File: src/rtl/quant_pkg.sv
// Shared sizes, types and reset-default reciprocal tables for the quantisation table sequencer.
package quant_pkg;

  localparam int unsigned COEF_W  = 7;
  localparam int unsigned COLS    = 8;
  localparam int unsigned ROWS    = 8;
  localparam int unsigned NUM_TBL = 3;
  localparam int unsigned ZZ_ROWS = 2;
  localparam int unsigned TID_W   = 2;
  localparam int unsigned ROW_W   = $clog2(ROWS);
  localparam int unsigned COL_W   = $clog2(COLS);
  localparam int unsigned ROW_BITS = COLS * COEF_W;

  localparam int unsigned TBL_Y  = 0;
  localparam int unsigned TBL_CB = 1;
  localparam int unsigned TBL_CR = 2;

  typedef logic [COEF_W-1:0]   coef_t;
  typedef logic [ROW_BITS-1:0] row_t;

  typedef enum logic {IDLE, RUN} state_t;

  localparam coef_t DEFAULT_LUMA [ROWS][COLS] = '{
    '{7'd64, 7'd86, 7'd73, 7'd73, 7'd57, 7'd43, 7'd21, 7'd14},
    '{7'd93, 7'd93, 7'd79, 7'd59, 7'd44, 7'd20, 7'd15, 7'd19},
    '{7'd79, 7'd85, 7'd64, 7'd43, 7'd28, 7'd18, 7'd16, 7'd20},
    '{7'd79, 7'd68, 7'd55, 7'd44, 7'd21, 7'd12, 7'd14, 7'd18},
    '{7'd62, 7'd55, 7'd37, 7'd23, 7'd17, 7'd10, 7'd11, 7'd14},
    '{7'd47, 7'd40, 7'd26, 7'd20, 7'd15, 7'd11, 7'd10, 7'd12},
    '{7'd21, 7'd16, 7'd13, 7'd11, 7'd10, 7'd9,  7'd9,  7'd10},
    '{7'd14, 7'd12, 7'd11, 7'd11, 7'd9,  7'd10, 7'd10, 7'd10}
  };

  localparam coef_t DEFAULT_CHROMA [ROWS][COLS] = '{
    '{7'd60, 7'd57, 7'd43, 7'd22, 7'd11, 7'd11, 7'd11, 7'd11},
    '{7'd57, 7'd49, 7'd39, 7'd15, 7'd11, 7'd11, 7'd11, 7'd11},
    '{7'd43, 7'd39, 7'd19, 7'd11, 7'd11, 7'd11, 7'd11, 7'd11},
    '{7'd11, 7'd11, 7'd11, 7'd11, 7'd11, 7'd11, 7'd11, 7'd11},
    '{7'd11, 7'd11, 7'd11, 7'd11, 7'd11, 7'd11, 7'd11, 7'd11},
    '{7'd11, 7'd11, 7'd11, 7'd11, 7'd11, 7'd11, 7'd11, 7'd11},
    '{7'd11, 7'd11, 7'd11, 7'd11, 7'd11, 7'd11, 7'd11, 7'd11},
    '{7'd11, 7'd11, 7'd11, 7'd11, 7'd11, 7'd11, 7'd11, 7'd11}
  };

  // Packs one default row, col0 in the LSBs.
  function automatic row_t default_row(input logic luma, input int r);
    row_t res;
    res = '0;
    for (int c = 0; c < int'(COLS); c++) begin
      res[c*COEF_W +: COEF_W] = luma ? DEFAULT_LUMA[ROW_W'(r)][COL_W'(c)]
                                     : DEFAULT_CHROMA[ROW_W'(r)][COL_W'(c)];
    end
    return res;
  endfunction

  // True when a table id addresses a real table.
  function automatic logic tbl_ok(input logic [TID_W-1:0] t);
    return 32'(t) < NUM_TBL;
  endfunction

endpackage

File: src/rtl/quant_table_seq_if.sv
// Config, block-control and row-output signals between the block controller, the sequencer and the quantiser.
interface quant_table_seq_if;
  import quant_pkg::*;

  logic             cfg_we;
  logic [TID_W-1:0] cfg_tbl;
  logic [ROW_W-1:0] cfg_row;
  row_t             cfg_data;
  logic             cfg_busy;
  logic             blk_start;
  logic [TID_W-1:0] blk_tbl;
  logic             blk_rdy;
  logic             blk_abort;
  logic             out_valid;
  logic             out_ready;
  row_t             out_params;
  logic [ROW_W-1:0] out_row;
  logic             out_last;
  logic             zz_en;

  modport master (
    output cfg_we, cfg_tbl, cfg_row, cfg_data, blk_start, blk_tbl, blk_abort, out_ready,
    input  cfg_busy, blk_rdy, out_valid, out_params, out_row, out_last, zz_en
  );

  modport slave (
    input  cfg_we, cfg_tbl, cfg_row, cfg_data, blk_start, blk_tbl, blk_abort, out_ready,
    output cfg_busy, blk_rdy, out_valid, out_params, out_row, out_last, zz_en
  );

endinterface

File: src/rtl/quant_tbl_store.sv
// Register array holding all reciprocal tables: one write port, one combinational read port.
module quant_tbl_store
  import quant_pkg::*;
(
  input  logic             clk,
  input  logic             nrst,
  input  logic             wr_en,
  input  logic [TID_W-1:0] wr_tbl,
  input  logic [ROW_W-1:0] wr_row,
  input  row_t             wr_data,
  input  logic [TID_W-1:0] rd_tbl,
  input  logic [ROW_W-1:0] rd_row,
  output row_t             rd_data
);

  row_t mem [NUM_TBL][ROWS];

  // Reset reloads luma into table 0 and chroma everywhere else; otherwise take qualified writes.
  always_ff @(posedge clk) begin
    if (!nrst) begin
      for (int t = 0; t < int'(NUM_TBL); t++) begin
        for (int r = 0; r < int'(ROWS); r++) begin
          mem[TID_W'(t)][ROW_W'(r)] <= default_row(t == 0, r);
        end
      end
    end else if (wr_en) begin
      mem[wr_tbl][wr_row] <= wr_data;
    end
  end

  // Out-of-range table ids read as all-zero coefficients.
  assign rd_data = tbl_ok(rd_tbl) ? mem[rd_tbl][rd_row] : '0;

endmodule

File: src/rtl/quant_table_seq.sv
// Sequences one block's quantisation table row by row to the quantiser under valid/ready.
module quant_table_seq
  import quant_pkg::*;
(
  input  logic             clk,
  input  logic             nrst,
  quant_table_seq_if.slave bus
);

  state_t           state_q;
  logic [TID_W-1:0] act_tbl_q;
  logic             out_valid_q;
  row_t             out_params_q;
  logic [ROW_W-1:0] out_row_q;
  logic             out_last_q;
  logic             zz_en_q;

  logic             accept;
  logic             last_acc;
  logic             restart;
  logic             load;
  logic             finish;
  logic             busy;
  logic             wr_en;
  logic [TID_W-1:0] rd_tbl;
  logic [ROW_W-1:0] rd_row;
  row_t             rd_data;
  logic             next_last;
  logic             next_zz;

  // Handshake decode; abort overrides acceptance.
  assign accept   = (state_q == RUN) & out_valid_q & bus.out_ready & ~bus.blk_abort;
  assign last_acc = accept & out_last_q;
  assign restart  = (state_q == IDLE) | last_acc;
  assign load     = (restart & bus.blk_start) | (accept & ~out_last_q);
  assign finish   = (state_q == RUN) & (bus.blk_abort | last_acc);

  // Writes to the table being streamed are refused; bad ids are dropped.
  assign busy  = (state_q == RUN) & (bus.cfg_tbl == act_tbl_q);
  assign wr_en = bus.cfg_we & ~busy & tbl_ok(bus.cfg_tbl);

  // A new block reads row 0 of the requested table, otherwise the next row of the active one.
  assign rd_tbl    = restart ? bus.blk_tbl : act_tbl_q;
  assign rd_row    = restart ? '0 : out_row_q + ROW_W'(1);
  assign next_last = (rd_row == ROW_W'(ROWS - 1));
  assign next_zz   = (32'(rd_row) < ZZ_ROWS);

  quant_tbl_store u_store (
    .clk     (clk),
    .nrst    (nrst),
    .wr_en   (wr_en),
    .wr_tbl  (bus.cfg_tbl),
    .wr_row  (bus.cfg_row),
    .wr_data (bus.cfg_data),
    .rd_tbl  (rd_tbl),
    .rd_row  (rd_row),
    .rd_data (rd_data)
  );

  // FSM and output registers: load a row on start/advance, drop valid on finish or abort.
  always_ff @(posedge clk) begin
    if (!nrst) begin
      state_q      <= IDLE;
      act_tbl_q    <= '0;
      out_valid_q  <= 1'b0;
      out_params_q <= '0;
      out_row_q    <= '0;
      out_last_q   <= 1'b0;
      zz_en_q      <= 1'b0;
    end else if (load) begin
      state_q      <= RUN;
      if (restart) act_tbl_q <= bus.blk_tbl;
      out_valid_q  <= 1'b1;
      out_params_q <= rd_data;
      out_row_q    <= rd_row;
      out_last_q   <= next_last;
      zz_en_q      <= next_zz;
    end else if (finish) begin
      state_q      <= IDLE;
      out_valid_q  <= 1'b0;
      out_last_q   <= 1'b0;
      zz_en_q      <= 1'b0;
    end
  end

  assign bus.out_valid  = out_valid_q;
  assign bus.out_params = out_params_q;
  assign bus.out_row    = out_row_q;
  assign bus.out_last   = out_last_q;
  assign bus.zz_en      = zz_en_q;
  assign bus.blk_rdy    = restart;
  assign bus.cfg_busy   = busy;

endmodule

File: src/flat_wrapper.sv
// flat-port wrapper written by rule: the top's interface ports become plain ports
module quant_table_seq_flat import quant_pkg::*;
  (clk, nrst, bus_cfg_we, bus_cfg_tbl, bus_cfg_row, bus_cfg_data, bus_blk_start, bus_blk_tbl, bus_blk_abort, bus_out_ready, bus_cfg_busy, bus_blk_rdy, bus_out_valid, bus_out_params, bus_out_row, bus_out_last, bus_zz_en);
  quant_table_seq_if bus_i ();
  input  logic clk;
  input  logic nrst;
  input wire logic [$bits(bus_i.cfg_we)-1:0] bus_cfg_we;
  input wire logic [$bits(bus_i.cfg_tbl)-1:0] bus_cfg_tbl;
  input wire logic [$bits(bus_i.cfg_row)-1:0] bus_cfg_row;
  input wire logic [$bits(bus_i.cfg_data)-1:0] bus_cfg_data;
  input wire logic [$bits(bus_i.blk_start)-1:0] bus_blk_start;
  input wire logic [$bits(bus_i.blk_tbl)-1:0] bus_blk_tbl;
  input wire logic [$bits(bus_i.blk_abort)-1:0] bus_blk_abort;
  input wire logic [$bits(bus_i.out_ready)-1:0] bus_out_ready;
  output wire logic [$bits(bus_i.cfg_busy)-1:0] bus_cfg_busy;
  output wire logic [$bits(bus_i.blk_rdy)-1:0] bus_blk_rdy;
  output wire logic [$bits(bus_i.out_valid)-1:0] bus_out_valid;
  output wire logic [$bits(bus_i.out_params)-1:0] bus_out_params;
  output wire logic [$bits(bus_i.out_row)-1:0] bus_out_row;
  output wire logic [$bits(bus_i.out_last)-1:0] bus_out_last;
  output wire logic [$bits(bus_i.zz_en)-1:0] bus_zz_en;
  assign bus_i.cfg_we = bus_cfg_we;
  assign bus_i.cfg_tbl = bus_cfg_tbl;
  assign bus_i.cfg_row = bus_cfg_row;
  assign bus_i.cfg_data = bus_cfg_data;
  assign bus_i.blk_start = bus_blk_start;
  assign bus_i.blk_tbl = bus_blk_tbl;
  assign bus_i.blk_abort = bus_blk_abort;
  assign bus_i.out_ready = bus_out_ready;
  assign bus_cfg_busy = bus_i.cfg_busy;
  assign bus_blk_rdy = bus_i.blk_rdy;
  assign bus_out_valid = bus_i.out_valid;
  assign bus_out_params = bus_i.out_params;
  assign bus_out_row = bus_i.out_row;
  assign bus_out_last = bus_i.out_last;
  assign bus_zz_en = bus_i.zz_en;
  quant_table_seq u_core (.clk(clk), .nrst(nrst), .bus(bus_i));
endmodule
File: config.mk
export PLATFORM = sky130hd
export DESIGN_NAME = quant_table_seq_flat
export DESIGN_NICKNAME = d
export VERILOG_FILES = /design/src/rtl/quant_pkg.sv /design/src/rtl/quant_table_seq_if.sv /design/src/rtl/quant_tbl_store.sv /design/src/rtl/quant_table_seq.sv /design/src/flat_wrapper.sv
export SDC_FILE = /design/constraint.sdc
export NUM_CORES = 2
export LEC_CHECK = 0
export BUFFER_PORTS_ARGS = -buffer_cell sky130_fd_sc_hd__buf_2
export CORE_ASPECT_RATIO = 0.5
export CORE_MARGIN = 3
export CORE_UTILIZATION = 38
export DETAILED_ROUTE_END_ITERATION = 10
export PLACE_DENSITY = 0.62
export RECOVER_POWER = 100
export SLEW_MARGIN = 20
export SYNTH_ARGS = -nofsm -noshare
export SYNTH_HDL_FRONTEND = slang
export SYNTH_SLANG_ARGS = --single-unit
export TNS_END_PERCENT = 20
File: constraint.sdc
create_clock -name clk -period 4.5 [get_ports clk]
set_input_delay 0.675 -clock clk [delete_from_list [all_inputs] [get_ports clk]]
set_output_delay 0.675 -clock clk [all_outputs]
set_load 0.05 [all_outputs]
==> Word level (Yosys, flattened, before mapping) <==
Memory sizes are Yosys's and may differ from the RTL's.
Index checks and enable logic that the tools add are counted.
{ "classes": {"addsub": 1, "magnitude_cmp": 6, "n_eq_ne": 2, "muxes": 19, "bitwise_logic": 18, "n_reduce_logical": 3} }
{ "op_table": {"columns": ["operator", "count"], "rows": [
  ["two-way mux 448 bit", 3],
  ["OR reduction 448 bit", 1],
  ["two-way mux 56 bit", 4],
  ["binary-select mux 56 bit (select 3 bit)", 1],
  ["demux 56 bit (select 3 bit)", 1],
  ["AND 1 bit", 9],
  [">= comparator 4 bit (second input constant)", 2],
  ["NOT 3 -> 4 bit", 2],
  ["two-way mux 1 bit", 7],
  ["less-than comparator 2 bit (second input constant)", 2],
  ["less-than comparator 4 x 1 -> 1 bit (second input constant)", 1],
  ["two-way mux 2 bit", 2],
  ["NOT 1 bit", 4],
  ["adder 3 x 1 -> 3 bit (second input constant)", 1],
  ["equality test 3 bit (second input constant)", 1],
  ["less-than comparator 3 x 2 -> 1 bit (second input constant)", 1],
  ["two-way mux 3 bit", 1],
  ["bitwise OR 1 bit", 3],
  ["equality test 2 bit", 1],
  ["nonzero test 2 bit", 1],
  ["logical AND 1 bit", 1]
]} }
{ "totals": {"reg_bits": 64, "mem_bits_rw": 1344, "output_inout_bits": 64, "wordCells": 56, "mem_count": 1} }
{ "mem_list": {"columns": ["name", "depth", "width", "rd", "rd_ports_with_merged_regs", "wr", "line_no", "source"], "rows": [
  ["u_core.u_store.mem", 3, 448, 1, 0, 3, "quant_tbl_store.sv:16", "row_t mem [NUM_TBL][ROWS];"]
]} }

==> Longest topological paths before layout <==
{ "logic_depth": {"ltp_word": 10, "mapped_depth": 13, "ltp_nobuf": 8} }

==> Modules after synthesis <==
A second synthesis with hierarchy kept.
{ "hier_totals": {"hier_cells": 3975, "area_unflattened_um2": 70435.1} }
{ "modules_own_cells": {"columns": ["module", "instances", "cells_per_inst", "area_per_inst_um2", "seq_area_each_um2"], "rows": [
  ["quant_tbl_store", 1, 3675, 67952.7, 52130.0],
  ["quant_table_seq", 1, 300, 2482.4, 1281.2]
]} }

==> Worst setup path after synthesis <==
Ideal clock, no wire load.
{ "synth_timing": {"path_kind": "input to register", "from": "input bus_cfg_tbl[0]", "to": "memory u_core.u_store.mem[0][100] in the netlist's numbering (enable)", "setup_time_ns": 0.470, "t_arrival_ns": 4.395, "setup_slack_ns": -0.365, "cell_stages": 8, "n_path_buf": 2, "path_cell_list": "buf_2 > xnor2_1 > nand3_1 > nand3_1 > a21oi_1 > clkbuf_1 > nand4b_1 > nor2_1"} }
{ "synth_lines": {"columns": ["item", "line_no", "source"], "rows": [
  ["start, declared", "flat_wrapper.sv:8", "input wire logic [$bits(bus_i.cfg_tbl)-1:0] bus_cfg_tbl;"],
  ["end, declared", "quant_tbl_store.sv:16", null]
]} }

==> run metrics <==
buffer depth of the longest clock path=3; CTS HTree Levels=4; register bit total from synthesis=1856; internal power=28.20 mW; status=finished, violations left; fraction of layout cells with a size suffix above 1=7.933%; RSZ-0062 raised after global routing=false; total gr overflow=0; top area cells in the synthesized netlist=edfxtp_1, nand2_1, nand3_1; maximum achievable frequency=0.2465 GHz; worst r2r path cells=7; relative contribution of sequential cells to total power=53.2%; finished layout cell area=84040 µm²; core footprint=190600 µm²; maximum fanout along the worst path=20; largest family of logic cells by synthesized area=simple AND/OR/NAND/NOR gates; cell with the most instances after synthesis=edfxtp_1; Setup crit start kind=flip-flop; die height=316.3 µm; top cell type's share of synthesized area=73.52%; sequential area share after synthesis=75.27%; nets@finish=6044; initial core utilization=38.40%; Pleak=29.80 nW; port buffer count=132; Hold Path Class=input pin to flip-flop; required time at the worst-slack endpoint=4.88 ns; final worst path period need=4.058 ns; overall routed net length=207300 µm; adder and majority gate portion of the synthesized area=0.01709%; first-pass detailed-route iteration total=6; worst hold path cell count=3; number of global-route vias before repair=44070; Detailed Place HPWL=113300 µm; Initial DRC Count=5212; most instantiated flip-flop cell in the synthesis netlist=edfxtp_1; switch share=24.28%; Max Slew Vio Count=697; arrival time reported for the critical path endpoint=4.44 ns; multiplexer share of the synthesized area=2.455%; net switching power=9.041 mW; growth of design area from synthesis to finish=14.82%; Root Buffer Master=clkbuf_16; TritonCTS clock tree=built; Max Cap Viol=30; clk sink count=1856; pin count of the biggest net entering global routing=133; gp weighted congestion=0.8052; average via count per standard cell=5.390; cell accounting for the most synthesized area=edfxtp_1; global-route wire length before repair=299400 µm; setup violation total in the final timing report=0; relative contribution of combinational cells to total power=8.9%; final hold viol count=0; kind of critical path=flip-flop to flip-flop; register clock-pin slew on the reported worst setup and hold paths=0.07 ns; source-to-sink clock delay at the later pin of the worst-skew pair=0.80 ns; boundary pin count=133; CTS Hold Bufs=0; violations in the final reports=max-capacitance violations, max-slew violations; commonest cells in the synthesized netlist=edfxtp_1, nand2_1, nand3_1, clkbuf_1, mux2i_1; final routed DRC violation total=0; post-CTS setup buffer count=0; total number of vias=46620; clock network power share=37.9%; Async S/R FF share, synth=0%; area of the mapped netlist=73190 µm²; kind of capture point of the worst setup path=flip-flop; initial antenna violation count=4; overall routing resource usage=20.55%; number of instances in the synthesized netlist=5415; count of unique library cells instantiated by Yosys=54; xor-xnor portion of the synthesized cell area=0.03590%; Std-Cell Rows=113; skew final=0.01942 ns; count of yosys warnings during synthesis=0; worst slew pin tran=2.028 ns; slew margin rel.=-35.19%; post-route ant nets=0; peak ir drop on the vdd network=279.6 µV; simple-gate share of the synthesized area=13.43%; number of resized instances in the post-cts repair step=0; compound-cell area share of the yosys netlist=6.376%; Routed WL per cell=23.97 µm; fillcell total=17240; Total Die Area=198200 µm²; power density of the placed cells=443.2 nW/µm²; placement-stage cell area=79440 µm²; number of enable flip-flop cells after synthesis=1792; Post-Synthesis Mean Instance Area=13.52 µm²; final period utilization=90.17%; total negative setup slack=0 ns; width of the die=626.7 µm; number of CTS-inserted buffers=172
-- per-stage QoR --
| step | total power [mW] | util [%] | setup WS [ns] | cells | hold WS, ns |
|---|---|---|---|---|---|
| global placement | 23.51 | 41.68 | 0.8450 | 8330 | 0.4390 |
| finish | 37.24 | 44.09 | 0.4425 | 8648 | 0.1378 |
| detailed placement | 23.55 | 41.68 | 0.8090 | 8330 | 0.4404 |
| global route | 38.36 | 44.09 | 0.3698 | 8647 | 0.1137 |
| floorplan | 22.23 | - | -0.3652 | 5862 | 0.6072 |
| CTS | 37.44 | 44.47 | 0.9568 | 8644 | 0.08888 |
-- final timing paths --
path                                                             start                                endpoint  slack [ns]
worst max-delay path                  u_core.act_tbl_q[0]$_SDFFE_PN0P_     u_core.u_store.mem[0][93]$_DFFE_PP_        0.44
worst min-delay path                                     bus_blk_start             u_core.state_q$_SDFFE_PN0P_        0.14
worst max register to register        u_core.act_tbl_q[0]$_SDFFE_PN0P_     u_core.u_store.mem[0][93]$_DFFE_PP_        0.44
worst min register to register  u_core.bus.out_params[12]$_SDFFE_PN0P_  u_core.bus.out_params[12]$_SDFFE_PN0P_        0.46
-- registers in the layout, summed over array words and instances, names as in the netlist --
register	flops
u_core.state_q	1
u_core.act_tbl_q	2
u_core.bus.out_row	3
u_core.bus.out_params	56
u_core.bus.out_last	1
u_core.u_store.mem	1792
u_core.bus.zz_en	1
-- layer usage --
metal / global-route usage [%] / vias up / wire length, µm
met5: 0 / - / 0
met1: 28.18 / 23510 / 85220
met3: 3.204 / 355 / 17370
li1: - / 20650 / -
met2: 33.34 / 2105 / 97390
met4: 7.356 / 0 / 7295
-- power by group through the flow --
stage	Combinational (mW)	Sequential, mW	Clock [mW]
2_1_floorplan	1.85	20.4	0
3_3_place_gp	3.35	20.2	0
3_5_place_dp	3.38	20.2	0
4_1_cts	3.38	19.8	14.2
5_1_grt	3.58	19.9	14.9
6_report	3.33	19.8	14.1
-- area by class of cell --
cell class	instances	area [µm²]	share of cell area, %
clock buffer	243	4747	5.649
sequential	1856	55090	65.56
timing repair buffer	295	2157	2.567
antenna	4	10.01	0.01191
clock inverter	71	560.5	0.6670
multi-input combinational	3595	18100	21.54
tap	2530	3166	3.767
inverter	54	202.7	0.2412
-- cells by family (layout without fill, tap and decap cells) --
kind of cell | after synthesis | in the layout
fa+ha+maj | 1 | 1
buf+inv | 411 | 663
simple gates | 2379 | 2379
flops | 1856 | 1856
compound gates | 586 | 586
xor+xnor | 3 | 3
mux | 178 | 178
other cells | 1 | 452
-- cell usage in the layout, fill, tap and decap left out, types with 15 or more instances in the layout --
master	n
a221oi_1	55
a31oi_1	168
a32oi_1	111
a41oi_1	55
and2_0	24
buf_12	47
buf_2	72
buf_4	45
clkbuf_1	173
clkbuf_16	177
clkbuf_2	15
clkinv_1	28
clkinv_2	27
conb_1	448
dfxtp_1	64
edfxtp_1	1792
inv_1	53
mux2i_1	175
nand2_1	1572
nand3_1	556
nor2_1	161
o21ai_0	117
o41ai_2	41
-- worst max-delay path, stage by stage (launching register included) --
cell      delay [ns]
dfxtp_1         0.62
xnor2_1         0.15
nand3_1         0.16
nand3_1         0.24
a21oi_4         0.46
nand4b_1        0.32
nor2_4          0.18
clkbuf_1        1.45
Note: power is estimated with default switching activity, not from simulation.
